<file path="config.mk">
export PLATFORM = sky130hd
export DESIGN_NAME = monolith_bars_seq
export DESIGN_NICKNAME = d
export VERILOG_FILES = /design/src/rtl/monolith_bars_seq.sv
export SDC_FILE = /design/constraint.sdc
export NUM_CORES = 1
export LEC_CHECK = 0
export BUFFER_PORTS_ARGS = -buffer_cell sky130_fd_sc_hd__buf_4
export CORE_AREA = 4 4 387 389
export DETAILED_ROUTE_END_ITERATION = 8
export DIE_AREA = 0 0 391 393
export GPL_TIMING_DRIVEN = 0
export SYNTH_ARGS = -nofsm -noshare
export SYNTH_HDL_FRONTEND = slang
export SYNTH_HIERARCHICAL = 1
export SYNTH_SLANG_ARGS = --single-unit
</file>
<file path="constraint.sdc">
create_clock -name clk -period 3 [get_ports clk]
set_clock_uncertainty 0.05 [all_clocks]
set_input_delay 0.3 -clock clk [delete_from_list [all_inputs] [get_ports clk]]
set_output_delay 0.3 -clock clk [all_outputs]
set_load 0.01 [all_outputs]
</file>
<file path="src/rtl/monolith_bars_seq.sv">
// Monolith Bars layer over M31: limb-wise S-box on the leading BAR_OP_COUNT words,
// LANES words per cycle, then the whole state is emitted reduced mod p.

module monolith_bars_sbox #(
  parameter int WORD_WIDTH = 31,
  parameter int LIMB_WIDTH = 8
) (
  input  logic [WORD_WIDTH-1:0] x,
  output logic [WORD_WIDTH-1:0] y
);
  localparam int NLIMB = (WORD_WIDTH + LIMB_WIDTH - 1) / LIMB_WIDTH;

  for (genvar l = 0; l < NLIMB; l++) begin : g_limb
    localparam int LO = l * LIMB_WIDTH;
    // The top limb carries whatever bits remain above the last full limb.
    localparam int WL = (LO + LIMB_WIDTH > WORD_WIDTH) ? (WORD_WIDTH - LO) : LIMB_WIDTH;
    localparam int K1 = 1 % WL;
    localparam int K2 = 2 % WL;
    localparam int K3 = 3 % WL;

    logic [WL-1:0] a, na, r1n, r2, r3, t, r1t;

    assign a   = x[LO +: WL];
    assign na  = ~a;
    assign r1n = (na << K1) | (na >> (WL - K1));
    assign r2  = (a << K2) | (a >> (WL - K2));
    assign r3  = (a << K3) | (a >> (WL - K3));
    assign t   = a ^ (r1n & r2 & r3);
    assign r1t = (t << K1) | (t >> (WL - K1));
    assign y[LO +: WL] = r1t;
  end
endmodule

module monolith_bars_seq #(
  parameter int WORD_WIDTH   = 31,
  parameter int STATE_SIZE   = 16,
  parameter int BAR_OP_COUNT = 8,
  parameter int LANES        = 2,
  parameter int LIMB_WIDTH   = 8
) (
  input  logic                                  clk,
  input  logic                                  reset,
  input  logic                                  in_valid,
  output logic                                  in_ready,
  input  logic [STATE_SIZE-1:0][WORD_WIDTH-1:0] state_in,
  output logic                                  out_valid,
  input  logic                                  out_ready,
  output logic [STATE_SIZE-1:0][WORD_WIDTH-1:0] state_out,
  output logic                                  busy
);
  localparam int ITERS = (LANES > 0) ? (BAR_OP_COUNT / LANES) : 1;
  localparam int CNT_W = (ITERS > 1) ? $clog2(ITERS) : 1;
  localparam logic [WORD_WIDTH-1:0] P = {WORD_WIDTH{1'b1}};

  if (BAR_OP_COUNT < 1 || BAR_OP_COUNT > STATE_SIZE) begin : g_err_bar
    $error("BAR_OP_COUNT must be in 1..STATE_SIZE");
  end
  if (LANES < 1 || (BAR_OP_COUNT % LANES) != 0) begin : g_err_lanes
    $error("LANES must divide BAR_OP_COUNT");
  end
  if (LIMB_WIDTH < 1 || WORD_WIDTH < 1) begin : g_err_width
    $error("WORD_WIDTH and LIMB_WIDTH must be positive");
  end

  typedef enum logic [1:0] {IDLE, ITER, DONE} state_t;

  state_t                                state_q, state_d;
  logic [CNT_W-1:0]                      cnt_q, cnt_d;
  logic [STATE_SIZE-1:0][WORD_WIDTH-1:0] work_q, work_d;
  logic [LANES-1:0][WORD_WIDTH-1:0]      lane_in, lane_out;

  // Select the LANES-word group addressed by cnt.
  always_comb begin
    lane_in = '0;
    for (int i = 0; i < ITERS; i++) begin
      if (cnt_q == CNT_W'(i)) begin
        for (int k = 0; k < LANES; k++) lane_in[k] = work_q[i*LANES + k];
      end
    end
  end

  monolith_bars_sbox #(
    .WORD_WIDTH(WORD_WIDTH),
    .LIMB_WIDTH(LIMB_WIDTH)
  ) u_sbox [LANES-1:0] (
    .x(lane_in),
    .y(lane_out)
  );

  always_comb begin
    state_d   = state_q;
    cnt_d     = cnt_q;
    work_d    = work_q;
    in_ready  = 1'b0;
    out_valid = 1'b0;
    busy      = 1'b0;
    case (state_q)
      IDLE: begin
        in_ready = 1'b1;
        if (in_valid) begin
          work_d  = state_in;
          cnt_d   = '0;
          state_d = ITER;
        end
      end
      ITER: begin
        busy = 1'b1;
        for (int i = 0; i < ITERS; i++) begin
          if (cnt_q == CNT_W'(i)) begin
            for (int k = 0; k < LANES; k++) work_d[i*LANES + k] = lane_out[k];
          end
        end
        cnt_d = cnt_q + CNT_W'(1);
        if (cnt_q == CNT_W'(ITERS - 1)) begin
          cnt_d   = '0;
          state_d = DONE;
        end
      end
      DONE: begin
        out_valid = 1'b1;
        in_ready  = out_ready;
        // A waiting source is taken on the same edge the result leaves.
        if (out_ready) begin
          if (in_valid) begin
            work_d  = state_in;
            cnt_d   = '0;
            state_d = ITER;
          end else begin
            state_d = IDLE;
          end
        end
      end
      default: state_d = IDLE;
    endcase
  end

  always_ff @(posedge clk or negedge reset) begin
    if (!reset) begin
      state_q <= IDLE;
      cnt_q   <= '0;
      work_q  <= '0;
    end else begin
      state_q <= state_d;
      cnt_q   <= cnt_d;
      work_q  <= work_d;
    end
  end

  always_comb begin
    state_out = '0;
    for (int i = 0; i < STATE_SIZE; i++) begin
      state_out[i] = (work_q[i] == P) ? '0 : work_q[i];
    end
  end
endmodule

</file>
==> metrics.cfg, run 1 <==
[sta]
period_share_pct = 98.1
setup_tns_ns = 0
rsz0062_at_grt = true
tightest_slew_ns = 1.31
slew_headroom_pct = 12.4
setup_viol = 0
drv_slew = 0
clock.fmax_mhz = 340
finalHoldViolations = 0
min_period_ns = 2.94

[floorplan]
core_sq_um = 147000
start_util_pct = 19.7
die_y_microns = 393
rows = 141
die_x_microns = 391
die-area_sq_um = 154000
ios = 999

[clock_network]
cts_buffer_depth = 3
clk_pin_slew_worst_paths_ns = 0.06
worstSkewPairLatency_ns = 0.66
cts-htree-levels = 3
cts_made_buffers = 70
cts_tree = yes
cts_root_buf = clkbuf_16
cts_sinks = 500

[routing]
wl_per_cell_microns = 30.1
routed_via_density = 4.99
firstDrtPassIters = 8
final_antenna_net_count = 0
route.detailed.drc = 0
first_iter_violations = 2720
num_vias = 32131
drt-total-wl_mm = 194

[final_layout]
multi_input_area_sq_um = 14800
seqCellArea_sq_um = 12500
fin_nets = 4938
areaGrowthSynthToFinish_pct = 65.4
fillCellCount = 14982
drive_above_1_share_pct = 38.0

[placed_design]
port_buffers = 998
place_congestion = 0.987
hpwl_mm = 157

[grt]
grt.overflow.total = 0
grt_pass1_wl_mm = 260
grt_pass1_vias = 32564
grt_max_degree = 102
grtUsageTotal_pct = 24.0
antenna_found_initial = 50

[yosys]
yosysUniqueCellTypes = 30
synth_ff_type = dfrtp_1
synth_warnings = 6
post-synth-top-count-cell = dfrtp_1
synth_area_per_cell_sq_um = 10.3
seq_area_frac_synth_pct = 43.3
synth_edf_count = 0
yosys.area.top_type = dfrtp_1
async_reset_ff_share_pct = 100
syn-num-nets = 3320
synth_area_leaders = dfrtp_1 (43%), mux2_2 (9.7%), mux2i_1 (8.7%)
synth_seq_cells = 500
syn_area_sq_um = 28900
synth.top_cell.area_share_pct = 43.3
synth_common_cells = dfrtp_1 (500), a21oi_1 (312), inv_1 (253)
syn_inst = 2816

[critical_path]
end_kind = output port
start_kind = flop
crit_fanout = 10
reg2reg_to = work_q[21]$_DFFE_PN0P_
criticalPathCategory = flop to output port
r2r_cells = 14
cp.required_ns = 2.65
crit_arrival_ns = 2.59
ff2ff_setup_slack_ns = 0.07
rr_startpoint = cnt_q[1]$_DFFE_PN0P_

[power]
power_w = 0.0545
peakVddDrop_mv = 0.456
total_leakage_power_nw = 21.6
p_per_area_nw_per_um2 = 1140

[status]
outcome = finished, final reports clean

[flow_run]
cap_violations = 0

[min_path]
min_from = in_valid
hold_class = input pin to flop
holdPathStages = 5
min_to = work_q[426]$_DFFE_PN0P_

-- worst max-delay path by stage --
stage,start,end,slack (ns),cells after the start
after floorplan,cnt_q[0]$_DFFE_PN0P_,work_q[35]$_DFFE_PN0P_,0.48,12
after global placement,reset,work_q[331]$_DFFE_PN0P_,-4.39,1
after detailed placement,cnt_q[0]$_DFFE_PN0P_,work_q[147]$_DFFE_PN0P_,-1.71,12
after CTS,cnt_q[0]$_DFFE_PN0P_,work_q[92]$_DFFE_PN0P_,-0.002,12
after global routing,cnt_q[1]$_DFFE_PN0P_,work_q[21]$_DFFE_PN0P_,-0.05,14
final,work_q[85]$_DFFE_PN0P_,state_out[83],0.06,5
-- layout make-up --
cell class | count | share of cell area (%)
Antenna cell | 18 | 0.0943
Clock inverter | 29 | 0.647
Multi-Input combinational cell | 1799 | 31.0
Clock buffer | 97 | 4.28
Buffer | 255 | 3.20
Tap cell | 1930 | 5.06
Sequential cell | 500 | 26.2
Inverter | 253 | 1.99
Timing Repair Buffer | 1555 | 27.6
-- report_power, final --
group / switching (W) / total, W / internal, W
clock network: 0.00359 / 0.00872 / 0.00513
logic: 0.0180 / 0.0322 / 0.0143
registers: 0.00361 / 0.0136 / 0.00999
total: 0.0252 / 0.0545 / 0.0294
-- sequential cells by signal (all words and copies together) (netlist names) --
| name | flops |
|---|---|
| work_q | 496 |
| cnt_q | 2 |
| state_q | 2 |
-- per-layer routing --
metal	share of wire, %	GRT usage, %	vias to the layer above
li1	-	-	13696
met1	39	29.3	16057
met4	4.8	9.34	42
met2	46	39.5	1906
met5	0.14	0	-
met3	9.8	7.34	430
-- placed cells by master (no fill, tap or decap), types with 7 or more instances in the layout --
cell type	count
a21oi_1	302
buf_2	53
diode_2	18
a21boi_0	240
nand3_1	16
a31oi_4	7
a31oi_1	239
clkinv_2	10
nor4_4	20
and3b_1	26
clkbuf_16	74
a21boi_1	8
dfrtp_2	10
dlygate4sd3_1	500
a22o_1	61
buf_6	31
nor4_2	12
clkbuf_8	22
dfrtp_1	490
mux2i_1	252
clkbuf_4	17
nand4_1	112
inv_1	251
xnor2_1	61
buf_12	7
and3b_2	36
buf_4	1048
clkbuf_2	57
clkbuf_1	85
mux2_2	249
a221o_1	61
nand3b_1	63
a21oi_2	10
-- kinds of logic after synthesis --
family	count (synthesis)	share of synthesized area [%]
AO/OA/AOI/OAI	940	21.5
XOR/XNOR	62	1.88
AND/OR/NAND/NOR	292	7.05
multiplexers	501	18.4
flip-flops	500	43.3
adder cells (fa/ha/maj)	4	0.173
buffers and inverters	517	7.68
-- repair_timing --
action	CTS	global route
buffers inserted	23	13
hold endpoints to repair	716	0
pin swaps	22	21
gates resized for setup	182	148
gates cloned	0	3
endpoints found under the setup margin	611	410
hold buffers	500	0
-- worst max-delay path, stage by stage, from the launching register on --
cell and delay [ns]:
dfrtp_1 0.46, nand4_1 0.24, nor4_4 0.45, buf_2 0.35
a21oi_1 0.23, buf_4 0.21
-- through the flow --
| step | std cells | instance area, sq um | utilization, % | hold WS, ns | setup slack (ns) |
|---|---|---|---|---|---|
| global placement | 5744 | 38800 | 26.4 | 0.460 | -4.39 |
| CTS | 6403 | 47200 | 32.2 | 0.272 | -0.00180 |
| detailed placement | 5762 | 39100 | 26.7 | 0.132 | -1.71 |
| global route | 6427 | 47700 | 32.5 | 0.311 | -0.0516 |
| finish | 6436 | 47800 | 32.5 | 0.352 | 0.0564 |
| floorplan | 2816 | 28900 | - | -0.0456 | 0.478 |
(Power assumes the default switching activity.)
==> run 2, diff against run 1 <==
--- a/config.mk
+++ b/config.mk
@@ -10,6 +10,8 @@
 export DETAILED_ROUTE_END_ITERATION = 8
 export DIE_AREA = 0 0 391 393
 export GPL_TIMING_DRIVEN = 0
+export PLACE_DENSITY_LB_ADDON = 0.12
+export SETUP_SLACK_MARGIN = 0.1
 export SYNTH_ARGS = -nofsm -noshare
 export SYNTH_HDL_FRONTEND = slang
 export SYNTH_HIERARCHICAL = 1
==> metrics.cfg, run 2 (synthesis gave the netlist of run 1 again) <==
[min_path]
holdPathStages = 3
min_from = state_in[165]
min_to = work_q[165]$_DFFE_PN0P_
hold_class = input pin to flop

[power]
total_leakage_power_nw = 22.0
p_per_area_nw_per_um2 = 1130
power_w = 0.0549
peakVddDrop_mv = 0.434

[routing]
firstDrtPassIters = 5
routed_via_density = 4.68
wl_per_cell_microns = 28.8
num_vias = 30236
final_antenna_net_count = 0
drt-total-wl_mm = 186
first_iter_violations = 1638
route.detailed.drc = 0

[placed_design]
dpl_cell_area_sq_um = 39000
port_buffers = 998
hpwl_mm = 150
dp_slack_ns = -1.45
place_congestion = 0.873

[grt]
antenna_found_initial = 36
grtUsageTotal_pct = 23.2
grt_pass1_wl_mm = 255
grt.overflow.total = 0
grt_max_degree = 96
grt_pass1_vias = 32281

[final_layout]
drive_above_1_share_pct = 40.5
final_common_cell = buf_4
stdcell_area_sq_um = 48700
reg.largest.list = work_q x496, cnt_q x2, state_q x2
mostFrequentLayoutCells = buf_4 (1073), dlygate4sd3_1 (497), dfrtp_1 (487), a21oi_1 (300), mux2i_1 (252)
fin_nets = 4964
areaGrowthSynthToFinish_pct = 68.6
largest_reg_flops = 496
max_flop_register = work_q

[critical_path]
crit_fanout = 7
cpPeakStageDelay_ns = 0.43
reg2reg_to = work_q[23]$_DFFE_PN0P_
start_kind = flop
cp.required_ns = 3.50
crit_arrival_ns = 3.43
cp_cell_sequence = inv_4, ha_4, nor2b_4, clkbuf_16, clkbuf_16, a221o_1, a22o_1, nand3b_1, xnor2_1, and3b_2, buf_12, a31oi_1, mux2i_1
rr_startpoint = cnt_q[0]$_DFFE_PN0P_
ff2ff_setup_slack_ns = 0.07
r2r_cells = 13
worst_path_max_delay_cell = dfrtp_2
crit_path_frequent_cell = clkbuf_16
criticalPathCategory = flop to flop
end_kind = flop

[floorplan]
die-area_sq_um = 154000
die_y_microns = 393
start_util_pct = 19.7
rows = 141
core_sq_um = 147000
ios = 999
die_x_microns = 391

[flow_run]
cap_violations = 0

[sta]
tightest_slew_ns = 1.23
period_share_pct = 97.7
rsz0062_at_grt = true
clock.fmax_mhz = 341
drv_slew = 0
min_period_ns = 2.93
setup_slack_ns = 0.0677
slew_headroom_pct = 17.9
finalHoldViolations = 0
setup_tns_ns = 0
setup_viol = 0

[clock_network]
worstSkewPairLatency_ns = 0.69
cts_tree = yes
cts-htree-levels = 3
cts_made_buffers = 71
clk_pin_slew_worst_paths_ns = 0.06
cts_root_buf = clkbuf_16
cts_sinks = 500
cts_buffer_depth = 3

[status]
outcome = finished, final reports clean

==> run 2: cell count changes in the layout (fill, tap and decap cells not counted), sizes merged <==
cell and change:
buf +20, clkbuf +10, diode +4, bufinv +3, clkinvlp -3, dlygate4sd3 -3
inv -1
==> run 2: critical path, delay by kind of cell (launching register included) <==
kind	cells	cell delay [ns]
DFF	1	0.43
AOI/OAI and AO/OA	3	0.70
xor gates and xnor gates	1	0.14
muxes	1	0.09
adders and majority gates	1	0.15
and+or+nand+nor	3	0.61
buffers and inverters	4	0.59
==> run 2: power by group <==
part           switching (W)  internal, W  total [W]
combinational         0.0177       0.0150     0.0327
sequential           0.00295       0.0100     0.0130
clock                0.00380      0.00547    0.00927
==> run 2: how the worst max path moves through the flow <==
stage	slack, ns	end	from
after floorplan	0.48	work_q[35]$_DFFE_PN0P_	cnt_q[0]$_DFFE_PN0P_
after global placement	-4.87	work_q[96]$_DFFE_PN0P_	reset
after detailed placement	-1.45	work_q[127]$_DFFE_PN0P_	cnt_q[0]$_DFFE_PN0P_
after CTS	0.05	state_out[214]	work_q[189]$_DFFE_PN0P_
after global routing	-0.001	work_q[116]$_DFFE_PN0P_	cnt_q[0]$_DFFE_PN0P_
final	0.07	work_q[23]$_DFFE_PN0P_	cnt_q[0]$_DFFE_PN0P_
==> run 2: metal layers <==
metal,track usage [%],wire length [microns],vias up
met3,5.42,12000,220
met4,6.92,5600,26
li1,-,-,13781
met2,40.8,91400,1032
met1,28.2,76800,15177
met5,0,167,-
==> run 2: what timing repair did <==
| item | in CTS | in global routing |
|---|---|---|
| endpoints found under the hold margin | 569 | 0 |
| pin swaps | 36 | 38 |
| setup endpoints to repair | 656 | 395 |
| hold buffers | 497 | 0 |
| setup buffers | 34 | 29 |
| gates cloned | 4 | 1 |
| gates resized for setup | 266 | 208 |
==> run 2: per-stage QoR <==
stage                     utilization, %  instances  hold WS [ns]
after floorplan                        -       2816       -0.0456
after global placement              26.4       5744         0.460
after detailed placement            26.6       5758         0.300
after CTS                           32.5       6417        0.0197
after global routing                33.1       6451        0.0877
final                               33.2       6466        0.0896
==> run 2: area by class of cell <==
type,count,area [sq um]
flip-flops and latches,500,12500
diodes,22,55.1
inverters,253,955
fillers,15361,98100
clock inverters,28,437
repair buffers,1577,13300
well taps,1930,2410
plain buffers,258,1670
clock buffers,99,2060
multi-input cells,1799,15300
==> run 3, diff against run 2 <==
--- a/config.mk
+++ b/config.mk
@@ -11,6 +11,7 @@
 export DIE_AREA = 0 0 391 393
 export GPL_TIMING_DRIVEN = 0
 export PLACE_DENSITY_LB_ADDON = 0.12
+export REMOVE_ABC_BUFFERS = 1
 export SETUP_SLACK_MARGIN = 0.1
 export SYNTH_ARGS = -nofsm -noshare
 export SYNTH_HDL_FRONTEND = slang
==> metrics.cfg, run 3 (synthesis gave the netlist of run 1 again) <==
[power]
p_per_area_nw_per_um2 = 1090
power_w = 0.0576
total_leakage_power_nw = 23.6
peakVddDrop_mv = 0.452

[grt]
grt.overflow.total = 0
grt_pass1_wl_mm = 249
grt_max_degree = 105
grtUsageTotal_pct = 22.5
grt_pass1_vias = 32298
antenna_found_initial = 28

[clock_network]
cts_sinks = 500
cts-htree-levels = 3
cts_made_buffers = 71
cts_root_buf = clkbuf_16
cts_buffer_depth = 3
cts_tree = yes
worstSkewPairLatency_ns = 0.67
clk_pin_slew_worst_paths_ns = 0.06

[sta]
drv_slew = 0
rsz0062_at_grt = true
finalHoldViolations = 0
tightest_slew_ns = 0.949
setup_viol = 24
clock.fmax_mhz = 324
period_share_pct = 103
slew_headroom_pct = 36.7
min_period_ns = 3.09
setup_slack_ns = -0.0858
setup_tns_ns = -1.22
worst_hold_slack_ns = 0.0840

[critical_path]
crit_fanout = 6
ff2ff_setup_slack_ns = 0.05
start_kind = flop
cp.required_ns = 2.65
end_kind = output port
crit_arrival_ns = 2.74
criticalPathCategory = flop to output port

[final_layout]
final_common_cell = buf_4
reg.largest.list = work_q x496, cnt_q x2, state_q x2
largest_reg_flops = 496
fillCellCount = 14950
drive_above_1_share_pct = 45.8
seqCellArea_sq_um = 12500
fin_nets = 5040
areaGrowthSynthToFinish_pct = 83.0
final_core_util_pct = 36.0
mostFrequentLayoutCells = buf_4 (1122), dlygate4sd3_1 (498), dfrtp_1 (489), inv_1 (252), mux2i_1 (252)
max_flop_register = work_q
multi_input_area_sq_um = 16500

[routing]
wl_per_cell_microns = 28.2
routed_via_density = 4.74
num_vias = 31016
final_antenna_net_count = 0
firstDrtPassIters = 5
route.detailed.drc = 0
first_iter_violations = 1679
drt-total-wl_mm = 185

[floorplan]
ios = 999
core_sq_um = 147000
rows = 141
die_x_microns = 391
die-area_sq_um = 154000
die_y_microns = 393
start_util_pct = 19.7

[placed_design]
dp_slack_ns = -1.35
place_congestion = 0.816
port_buffers = 998
hpwl_mm = 135

[status]
violations = negative setup slack
outcome = finished with violations

[flow_run]
cap_violations = 0

[min_path]
hold_class = input pin to flop

## run 3: cell types whose count changed in the layout (fill, tap and decap cells not counted), moves of 13 or more
| cell | change |
|---|---|
| a21oi_1 | -117 |
| a21oi_2 | +54 |
| a21oi_4 | +63 |
| a22o_1 | -13 |
| buf_12 | +53 |
| buf_16 | +23 |
| buf_2 | -53 |
| buf_4 | +49 |
| buf_6 | +118 |
| buf_8 | +41 |
| clkbuf_1 | -55 |
| clkbuf_2 | -69 |
| clkbuf_4 | -23 |
## run 3: power breakdown
part | switching (W) | total (W) | internal, W
registers | 0.00291 | 0.0129 | 0.0100
clock network | 0.00371 | 0.00919 | 0.00548
logic | 0.0184 | 0.0355 | 0.0171
total | 0.0250 | 0.0576 | 0.0326
## run 3: worst max-delay path: stages (launching register included)
cell	delay (ns)
dfrtp_1	0.40
nand4_1	0.45
nor4_4	0.53
buf_6	0.20
buf_12	0.13
buf_12	0.14
a21oi_2	0.05
buf_4	0.15
## run 3: cell type report
cell class / instances / area share (%)
timing repair buffer: 1909 / 33.9
multi-input combinational: 1801 / 31.2
sequential: 500 / 23.7
tap: 1930 / 4.57
clock buffer: 104 / 4.01
inverter: 253 / 1.80
clock inverter: 25 / 0.731
antenna: 16 / 0.0757
## run 3: metal layers
layer	global-route usage [%]	up-vias	part of all wire (%)	wire length, microns
met5	0	-	0.082	152
met4	6.43	22	3.2	5910
met3	5.16	233	6.3	11700
met2	40.6	1072	51	93600
met1	26.5	15771	40	73300
li1	-	13918	-	-
## run 3: stage by stage
| step | area [sq um] | cells |
|---|---|---|
| global placement | 37500 | 5480 |
| global route | 52900 | 6531 |
| finish | 52900 | 6538 |
| detailed placement | 39900 | 5652 |
| floorplan | 27600 | 2552 |
| CTS | 50700 | 6427 |
## run 3: repair_timing
| item | in CTS | in global routing |
|---|---|---|
| setup buffers | 144 | 86 |
| pin swaps | 84 | 114 |
| gates resized for setup | 413 | 276 |
| hold buffers | 498 | 0 |
| gates cloned | 7 | 11 |
| endpoints found under the hold margin | 558 | 0 |
| setup endpoints to repair | 807 | 492 |
## run 3: path summary, 6_finish.rpt
path / start / cells after the start / endpoint
max: work_q[116]$_DFFE_PN0P_ / 7 / state_out[99]
min: in_valid / 3 / work_q[54]$_DFFE_PN0P_
max reg2reg: cnt_q[1]$_DFFE_PN0P_ / 13 / work_q[170]$_DFFE_PN0P_
min reg2reg: work_q[352]$_DFFE_PN0P_ / 1 / work_q[352]$_DFFE_PN0P_
max in group asynchronous: reset / 4 / state_q[1]$_DFFE_PN0P_
min in group asynchronous: reset / 2 / work_q[325]$_DFFE_PN0P_
